$ cat config.mk
export PLATFORM = sky130hd
export DESIGN_NAME = ushift_reg
export DESIGN_NICKNAME = d
export VERILOG_FILES = /design/src/rtl/ushift_pkg.sv /design/src/rtl/ushift_step.sv /design/src/rtl/ushift_reg.sv
export SDC_FILE = /design/constraint.sdc
export NUM_CORES = 1
export LEC_CHECK = 0
export ABC_CLOCK_PERIOD_IN_PS = 2900
export BUFFER_PORTS_ARGS = -buffer_cell sky130_fd_sc_hd__buf_2
export CAP_MARGIN = 15
export CORE_MARGIN = 1.5
export CORE_UTILIZATION = 45
export DETAILED_ROUTE_END_ITERATION = 16
export PLACE_DENSITY = 0.68
export RECOVER_POWER = 100
export SYNTH_ARGS = -nofsm -noshare
export SYNTH_HDL_FRONTEND = slang
export SYNTH_HIERARCHICAL = 1
export SYNTH_SLANG_ARGS = --single-unit
$ cat constraint.sdc
create_clock -name clk -period 2.9 [get_ports clk]
set_clock_uncertainty 0.1 [all_clocks]
set_input_delay 0.435 -clock clk [delete_from_list [all_inputs] [get_ports clk]]
set_output_delay 0.435 -clock clk [all_outputs]
set_load 0.05 [all_outputs]
$ cat src/rtl/ushift_pkg.sv
// ushift_pkg: shared types for the universal shift register.
//   mode_t   - operation select (hold/load/shifts/rotates/asr/reserved)
//   state_t  - burst engine state
//   is_shift - true for modes that move one bit position per step
package ushift_pkg;

  typedef enum logic [2:0] {
    HOLD = 3'b000,
    LOAD = 3'b001,
    SHL  = 3'b010,
    SHR  = 3'b011,
    ROTL = 3'b100,
    ROTR = 3'b101,
    ASR  = 3'b110,
    RSVD = 3'b111
  } mode_t;

  typedef enum logic {
    IDLE  = 1'b0,
    BURST = 1'b1
  } state_t;

  function automatic logic is_shift(input mode_t m);
    return (m == SHL) || (m == SHR) || (m == ROTL) || (m == ROTR) || (m == ASR);
  endfunction

endpackage

$ cat src/rtl/ushift_step.sv
// ushift_step: combinational one-position shifter shared by the single-op
// path and the burst path.
//   q_i       - current register value
//   sin_i     - serial fill bit for shl/shr
//   mode_i    - shift flavour; non-shift modes pass q_i through
//   next_q_o  - value after one position
//   out_bit_o - bit leaving the register (0 for non-shift modes)
module ushift_step
  import ushift_pkg::*;
#(
  parameter int WIDTH = 8
) (
  input  logic [WIDTH-1:0] q_i,
  input  logic             sin_i,
  input  mode_t            mode_i,
  output logic [WIDTH-1:0] next_q_o,
  output logic             out_bit_o
);

  always_comb begin
    next_q_o  = q_i;
    out_bit_o = 1'b0;
    case (mode_i)
      SHL: begin
        next_q_o  = {q_i[WIDTH-2:0], sin_i};
        out_bit_o = q_i[WIDTH-1];
      end
      SHR: begin
        next_q_o  = {sin_i, q_i[WIDTH-1:1]};
        out_bit_o = q_i[0];
      end
      ROTL: begin
        next_q_o  = {q_i[WIDTH-2:0], q_i[WIDTH-1]};
        out_bit_o = q_i[WIDTH-1];
      end
      ROTR: begin
        next_q_o  = {q_i[0], q_i[WIDTH-1:1]};
        out_bit_o = q_i[0];
      end
      ASR: begin
        next_q_o  = {q_i[WIDTH-1], q_i[WIDTH-1:1]};
        out_bit_o = q_i[0];
      end
      default: begin
        next_q_o  = q_i;
        out_bit_o = 1'b0;
      end
    endcase
  end

endmodule

$ cat src/rtl/ushift_reg.sv
// ushift_reg: WIDTH-bit universal shift register with set/clr priority and
// a burst engine that shifts amt positions, one per enabled cycle.
//   clk, rst_n    - clock, async active-low reset
//   set, clr      - sync force to ones / zeros, abort any burst
//   en            - enable; low holds q and stalls a burst
//   mode          - operation select (ushift_pkg::mode_t encoding)
//   d, sin        - parallel load data, serial fill bit
//   start, amt    - launch a burst of the current shift mode, amt steps
//   q, sout       - register contents, last bit shifted out
//   busy, done    - burst in progress, one-cycle completion pulse
module ushift_reg
  import ushift_pkg::*;
#(
  parameter int WIDTH = 8,
  parameter int CNT_W = $clog2(WIDTH) + 1
) (
  input  logic             clk,
  input  logic             rst_n,
  input  logic             set,
  input  logic             clr,
  input  logic             en,
  input  logic [2:0]       mode,
  input  logic [WIDTH-1:0] d,
  input  logic             sin,
  input  logic             start,
  input  logic [CNT_W-1:0] amt,
  output logic [WIDTH-1:0] q,
  output logic             sout,
  output logic             busy,
  output logic             done
);

  state_t           state_q;
  mode_t            bmode_q;
  logic [CNT_W-1:0] count_q;
  logic [WIDTH-1:0] q_q;
  logic             sout_q;
  logic             done_q;

  mode_t            mode_in;
  mode_t            step_mode;
  logic [WIDTH-1:0] step_q;
  logic             step_out;

  assign mode_in = mode_t'(mode);

  // During a burst the latched mode drives the shifter; the live mode
  // input is ignored.
  assign step_mode = (state_q == BURST) ? bmode_q : mode_in;

  ushift_step #(.WIDTH(WIDTH)) u_step (
    .q_i      (q_q),
    .sin_i    (sin),
    .mode_i   (step_mode),
    .next_q_o (step_q),
    .out_bit_o(step_out)
  );

  always_ff @(posedge clk or negedge rst_n) begin
    if (!rst_n) begin
      state_q <= IDLE;
      bmode_q <= HOLD;
      count_q <= '0;
      q_q     <= '0;
      sout_q  <= 1'b0;
      done_q  <= 1'b0;
    end else begin
      done_q <= 1'b0;
      if (set) begin
        q_q     <= '1;
        state_q <= IDLE;
        count_q <= '0;
      end else if (clr) begin
        q_q     <= '0;
        state_q <= IDLE;
        count_q <= '0;
      end else if (state_q == BURST) begin
        if (en) begin
          q_q     <= step_q;
          sout_q  <= step_out;
          count_q <= count_q - CNT_W'(1);
          if (count_q == CNT_W'(1)) begin
            state_q <= IDLE;
            done_q  <= 1'b1;
          end
        end
      end else if (en) begin
        if (start && is_shift(mode_in)) begin
          // Start edge only arms the engine; q moves on later edges.
          bmode_q <= mode_in;
          count_q <= amt;
          if (amt != '0) state_q <= BURST;
          else           done_q  <= 1'b1;
        end else if (mode_in == LOAD) begin
          q_q <= d;
        end else if (is_shift(mode_in)) begin
          q_q    <= step_q;
          sout_q <= step_out;
        end
      end
    end
  end

  assign q    = q_q;
  assign sout = sout_q;
  assign busy = (state_q == BURST);
  assign done = done_q;

endmodule
Yosys cells after proc, flatten, opt, wreduce, memory -nomap -nowiden. Cells that the tools add are included.

Add/subtract/negate cells: 1. Equal/unequal tests: 15. Multiplexer cells: 39. Bitwise operators: 3. Reduce and logical (&&, ||, !) cells: 16.

Operators by type and width (number): 8-bit 2-to-1 mux (8); 8-bit case mux with 5 select lines (1); 4-bit 2-to-1 mux (6); 1-bit 2-to-1 mux (22); 3-bit equality test (second input constant) (6); 3-bit by 2-bit equality test with 1-bit output (second input constant) (4); 4-bit nonzero test (2); 6-bit AND reduction (1); 5-bit AND reduction (1); 5-bit nonzero test (1); 4-bit by 1-bit equality test with 1-bit output (second input constant) (1); 1-bit logical OR (4); 2-bit != test (second input constant) (2); 4-bit != test (second input constant) (1); 4-bit by 1-bit subtractor with 4-bit output (second input constant) (1); 3-bit by 1-bit equality test with 1-bit output (second input constant) (1); 3-bit 2-to-1 mux (1); 1-bit inverter (3); 3-bit AND reduction (1); 3-bit nonzero test (1); 3-bit OR reduction (1); 1-bit case mux with 2 select lines (1); 2-bit AND reduction (1); 2-bit nonzero test (1); 2 further kinds (2).

Register bits: 18. Bits of input ports: 22. Output and inout bits: 11. Word-level logic and storage cells: 80.

Logic depth before layout (Yosys ltp).
Word-level depth: 12. Depth in mapped cells: 11.

Cells and area by module. The synthesis kept the hierarchy.

By module, submodules not included: ushift_reg (instances 1, cells an instance 120, area each 1196.1 µm², seq. area each 450.4 µm²); ushift_step (instances 1, cells an instance 48, area each 362.8 µm², seq. area each 0.0 µm²).

Worst setup path after synthesis. No wires, ideal clock.

Path type: register to register. Start point: reg state_q (netlist: busy). End point: reg q_q[2] (netlist: q[2]). Setup time: 0.126 ns. Arrival time: 2.647 ns. Setup slack: 0.027 ns. Stages on the path, launching flop included: 12. Path buffers: 4. Clock period less this slack: 2.873 ns. Path through: dfrtp_1 > buf_6 > clkbuf_1 > mux2_2 > buf_6 > buf_6 > mux2i_1 > nor2_1 > a221o_1 > mux2i_1 > a211oi_1 > a311o_1.

Longest elaborated chain between the ends: 10. Elaborated cells between the ends (all ways): 18. Classes of those cells: 6 x eq/ne; 10 x mux; 2 x reduce/logical.

Ends and longest elaborated chain: start: declaration (RTL line ushift_reg.sv:33) `state_t state_q;`; start signal: assignment (RTL line ushift_reg.sv:61) `state_q <= IDLE;`; start signal: assignment (RTL line ushift_reg.sv:71) `state_q <= IDLE;`; start signal: assignment (RTL line ushift_reg.sv:75) `state_q <= IDLE;`; 3-bit 2-to-1 mux (*) (RTL line ushift_reg.sv:49) `assign step_mode = (state_q == BURST) ? bmode_q : mode_in;`; net step_mode[0] (RTL line ushift_reg.sv:41) `mode_t step_mode;`; 3-bit equality test / 3-bit by 2-bit equality test with 1-bit output (equally long branches) (RTL line ushift_step.sv:23) `case (mode_i)`; 8-bit case mux with 5 select lines (*) (RTL line ushift_step.sv:23); net step_q[2] (RTL line ushift_reg.sv:42) `logic [WIDTH-1:0] step_q;`; 8-bit 2-to-1 mux (RTL line ushift_reg.sv:96) `end else if (is_shift(mode_in)) begin`; 8-bit 2-to-1 mux (RTL line ushift_reg.sv:94) `end else if (mode_in == LOAD) begin`; 8-bit 2-to-1 mux (RTL line ushift_reg.sv:88) `if (start && is_shift(mode_in)) begin`; 8-bit 2-to-1 mux (RTL line ushift_reg.sv:87) `end else if (en) begin`; 8-bit 2-to-1 mux (*) (RTL line ushift_reg.sv:77) `end else if (state_q == BURST) begin`; 8-bit 2-to-1 mux (*) (RTL line ushift_reg.sv:73) `end else if (clr) begin`; 8-bit 2-to-1 mux (*) (RTL line ushift_reg.sv:69) `if (set) begin`; end signal: assignment (RTL line ushift_reg.sv:79) `q_q <= step_q;`; end signal: assignment (RTL line ushift_reg.sv:97) `q_q <= step_q;`; end: declaration (RTL line ushift_reg.sv:36) `logic [WIDTH-1:0] q_q;`.

Mark *: on every way through the listed nets, which the timed path passes. The rest lies on a longest branch. The select of a mux whose other input is x is not followed. A chain may end at the register's enable or synchronous reset.

Worst setup path after layout.
Start point: reg state_q (netlist: busy). End point: reg q_q[5] (netlist: q[5]).

Same word-level chain as after synthesis.

==> metrics.md <==
| Metric | Value |
|---|---|
| Status | `complete, no violations` |
| # diodes | `0` |
| Cells after synthesis | `168` |
| CP required | `roughly 3000 ps` |
| Die area | `0.003827 mm²` |
| Top cells by area, synth | `dfrtp_1 (29%), mux2i_1 (11%), mux2_2 (5.1%), a311o_1 (3.9%), a21oi_1 (3.5%)` |
| CTS clk-pin slew, worst paths | `110 ps` |
| DR top layer | `met4` |
| Core ar. | `0.003337 mm²` |
| Crit Path Max Fanout | `13` |
| Antenna violations before repair | `0` |
| Fin util | `between 50% and 60%` |
| HPWL after detailed placement | `2859 µm` |
| RSZ-0062 raised after global routing | `false` |
| Clock buffer depth | `2` |
| Switching part of the total power | `38.29%` |
| Endpoints failing hold | `0` |
| Largest net degree at the start of global routing | `23` |
| Comb pwr share | `36.8%` |
| Vias in the first global route | `1,353` |
| Initial Util | `46.72%` |
| First-pass GRT wire length | `6078 µm` |
| Buf+Inv Stages, Crit Path | `0` |
| Synth Area per Inst | `between 9 and 10 µm²` |
| Critical path class | `register to register` |
| Cell variety after synth | `47` |
| Commonest non-fill, non-tap cell in the layout | `buf_2` |
| Met2 wire length | `roughly 2000 µm` |
| Post-Syn Nets | `192` |
| IO Count | `33` |
| Synth-to-Final Area Change | `10.67%` |
| Initial DRC Count | `154` |
| Flops & latches, synth | `18` |
| Synthesized area | `0.001559 mm²` |
| Slowest cell on crit path | `mux2_1` |
| Yosys top cell area share | `28.89%` |
| Port Buffers | `32` |
| Final Max Slew Viols | `0` |
| Vias | `1,447` |
| EDFF count, synth | `0` |
| Most used flip-flop cell after synthesis | `dfrtp_1` |
| Worst Tran Pin Value | `1013 ps` |
| Setup Viol. Count Final | `0` |
| Routed WL per cell | `15.78 µm` |
| Metal3 WL | `103 µm` |
| Row cnt | `21` |
| Leading area contributor after synthesis | `dfrtp_1` |
| Maximum VDD drop | `0.2376 mV` |
| Residual DRC | `0` |
| Power share of the clock group | `a little over a fifth` |
| NumNets Final | `220` |
| Crit path launch type | `register` |
| Final wirelength | `3803 µm` |
| DRT met1 WL | `1682 µm` |
| CTS tree | `built` |
| CTS Buf Count | `3` |
| Cell family with most CP delay | `multiplexers` |
| Seq/Total Area, Yosys | `28.89%` |
| Chip height | `61.86 µm` |
| Leak pwr | `0.6908 nW` |
| Reg-to-reg slack, setup | `340 ps` |
| Most frequent cells in the layout | `buf_2 (19), dfrtp_1 (18), mux2i_1 (17), clkbuf_1 (14), nor2_1 (12)` |
| Fin crit share | `88.25%` |
| Root Buffer | `clkbuf_4` |
| Layout cell share with drive strength beyond 1 | `20.00%` |
| Maxcap violations | `0` |
| Tmin final | `2559 ps` |
| Vias/cell | `between 6 and 7` |
| Count of yosys warnings during synthesis | `6` |
| Clock Latency Late Sink | `300 ps` |
| H-Tree Depth | `1` |
| Total GRT Usage | `a little over a fifth` |
| P per Cell Area | `427.7 mW/mm²` |
| Placer Congestion | `0.8704` |
| CP arrival | `~2700 ps` |
| P_sw | `0.2826 mW` |
| Antenna Nets Post-Route | `0` |
| Crit-path max cell delay | `between 500 and 600 ps` |
| GRT overflow | `0` |
| Internal power | `0.4554 mW` |
| F_max | `390.7 MHz` |
| Worst hold path type | `primary input to register` |
| CP Cell Sequence | `mux2_1 -> xnor2_2 -> nor2_1 -> a221o_1 -> mux2i_1 -> a211oi_1 -> a311o_1` |
| Element type at the critical path end | `register` |
| Relative slew slack | `32.47%` |
| Synth async-reset ratio | `100.0%` |
| Clock sink count | `18` |
| Detailed-router iteration count before antenna repair | `4` |
| Die extent in x | `61.86 µm` |
| Total negative slack | `0 ps` |
| Worst hold slack | `around 350 ps` |
| Part of the power in registers | `41.5%` |
-- kinds of logic (layout without fill, tap and decap cells) --
| kind of cell | Yosys count | after routing | share of synthesized area (%) |
|---|---|---|---|
| AOI/OAI and AO/OA | 59 | 59 | 29.21 |
| xor gates and xnor gates | 1 | 1 | 1.044 |
| adders and majority gates | 2 | 2 | 1.605 |
| buffers and inverters | 20 | 47 | 7.142 |
| DFF | 18 | 18 | 28.89 |
| muxes | 24 | 24 | 15.97 |
| and+or+nand+nor | 44 | 44 | 16.13 |
-- path summary, 6_finish.rpt --
kind	from	depth (start not counted)	end
worst max-delay path	busy	7	q[5]
worst min-delay path	mode[0]	2	bmode_q[0]
worst max register to register	busy	7	q[5]
worst min register to register	sout	1	sout
max in group asynchronous	rst_n	2	count_q[2]
min in group asynchronous	rst_n	2	bmode_q[0]
-- Yosys cell counts, types with 3 or more instances --
master / number
dfrtp_1: 18
mux2i_1: 17
nor2_1: 12
a21oi_1: 11
nand2_1: 11
mux2_2: 7
a311o_1: 6
inv_1: 6
a221o_1: 5
clkbuf_1: 5
o21ai_0: 5
o21bai_1: 5
a211oi_1: 4
a31o_1: 4
nand2b_1: 4
buf_4: 3
buf_6: 3
o211ai_1: 3
-- power groups by stage --
| stage | Combinational, mW | Clock, mW | Sequential [mW] |
|---|---|---|---|
| 6_report | 0.271 | 0.160 | 0.306 |
| 5_1_grt | 0.295 | 0.181 | 0.310 |
| 4_1_cts | 0.278 | 0.166 | 0.305 |
| 3_5_place_dp | 0.276 | 0 | 0.310 |
| 3_3_place_gp | 0.271 | 0 | 0.310 |
| 2_1_floorplan | 0.160 | 0 | 0.357 |
-- layer usage --
layer | vias to the layer above | GRT usage, %
li1 | 704 | -
met1 | 710 | 27.38
met2 | 29 | 37.29
met3 | 4 | 1.863
met4 | 0 | 9.119
met5 | - | 0
-- final cells by class --
type | count | area (µm²)
fill | 337 | 1612
timing repair buffer | 36 | 172.7
inverter | 7 | 26.28
multi-input combinational | 130 | 982.2
tap | 46 | 57.56
sequential | 18 | 450.4
clock buffer | 4 | 36.28
-- repair_timing --
item	CTS	global route
setup buffers	0	0
endpoints found under the hold margin	18	0
gates resized for setup	0	0
hold buffers	1	0
-- metrics by stage --
| stage | worst slack (ps) | instance area (µm²) | power [mW] | std cells |
|---|---|---|---|---|
| 2_1_floorplan | 26.91 | 1559 | 0.5169 | 168 |
| 3_3_place_gp | 384.3 | 1714 | 0.5806 | 236 |
| 3_5_place_dp | 348.9 | 1714 | 0.5865 | 236 |
| 4_1_cts | 470.2 | 1760 | 0.7491 | 241 |
| 5_1_grt | 191.9 | 1725 | 0.7862 | 241 |
| 6_report | 340.6 | 1725 | 0.7380 | 241 |
-- state kept, by name, indices dropped and copies added (netlist names) --
name and flops:
bmode_q 3, busy 1, done 1, sout 1, q 8, count_q 4
Note: power is estimated with default switching activity, not from simulation.
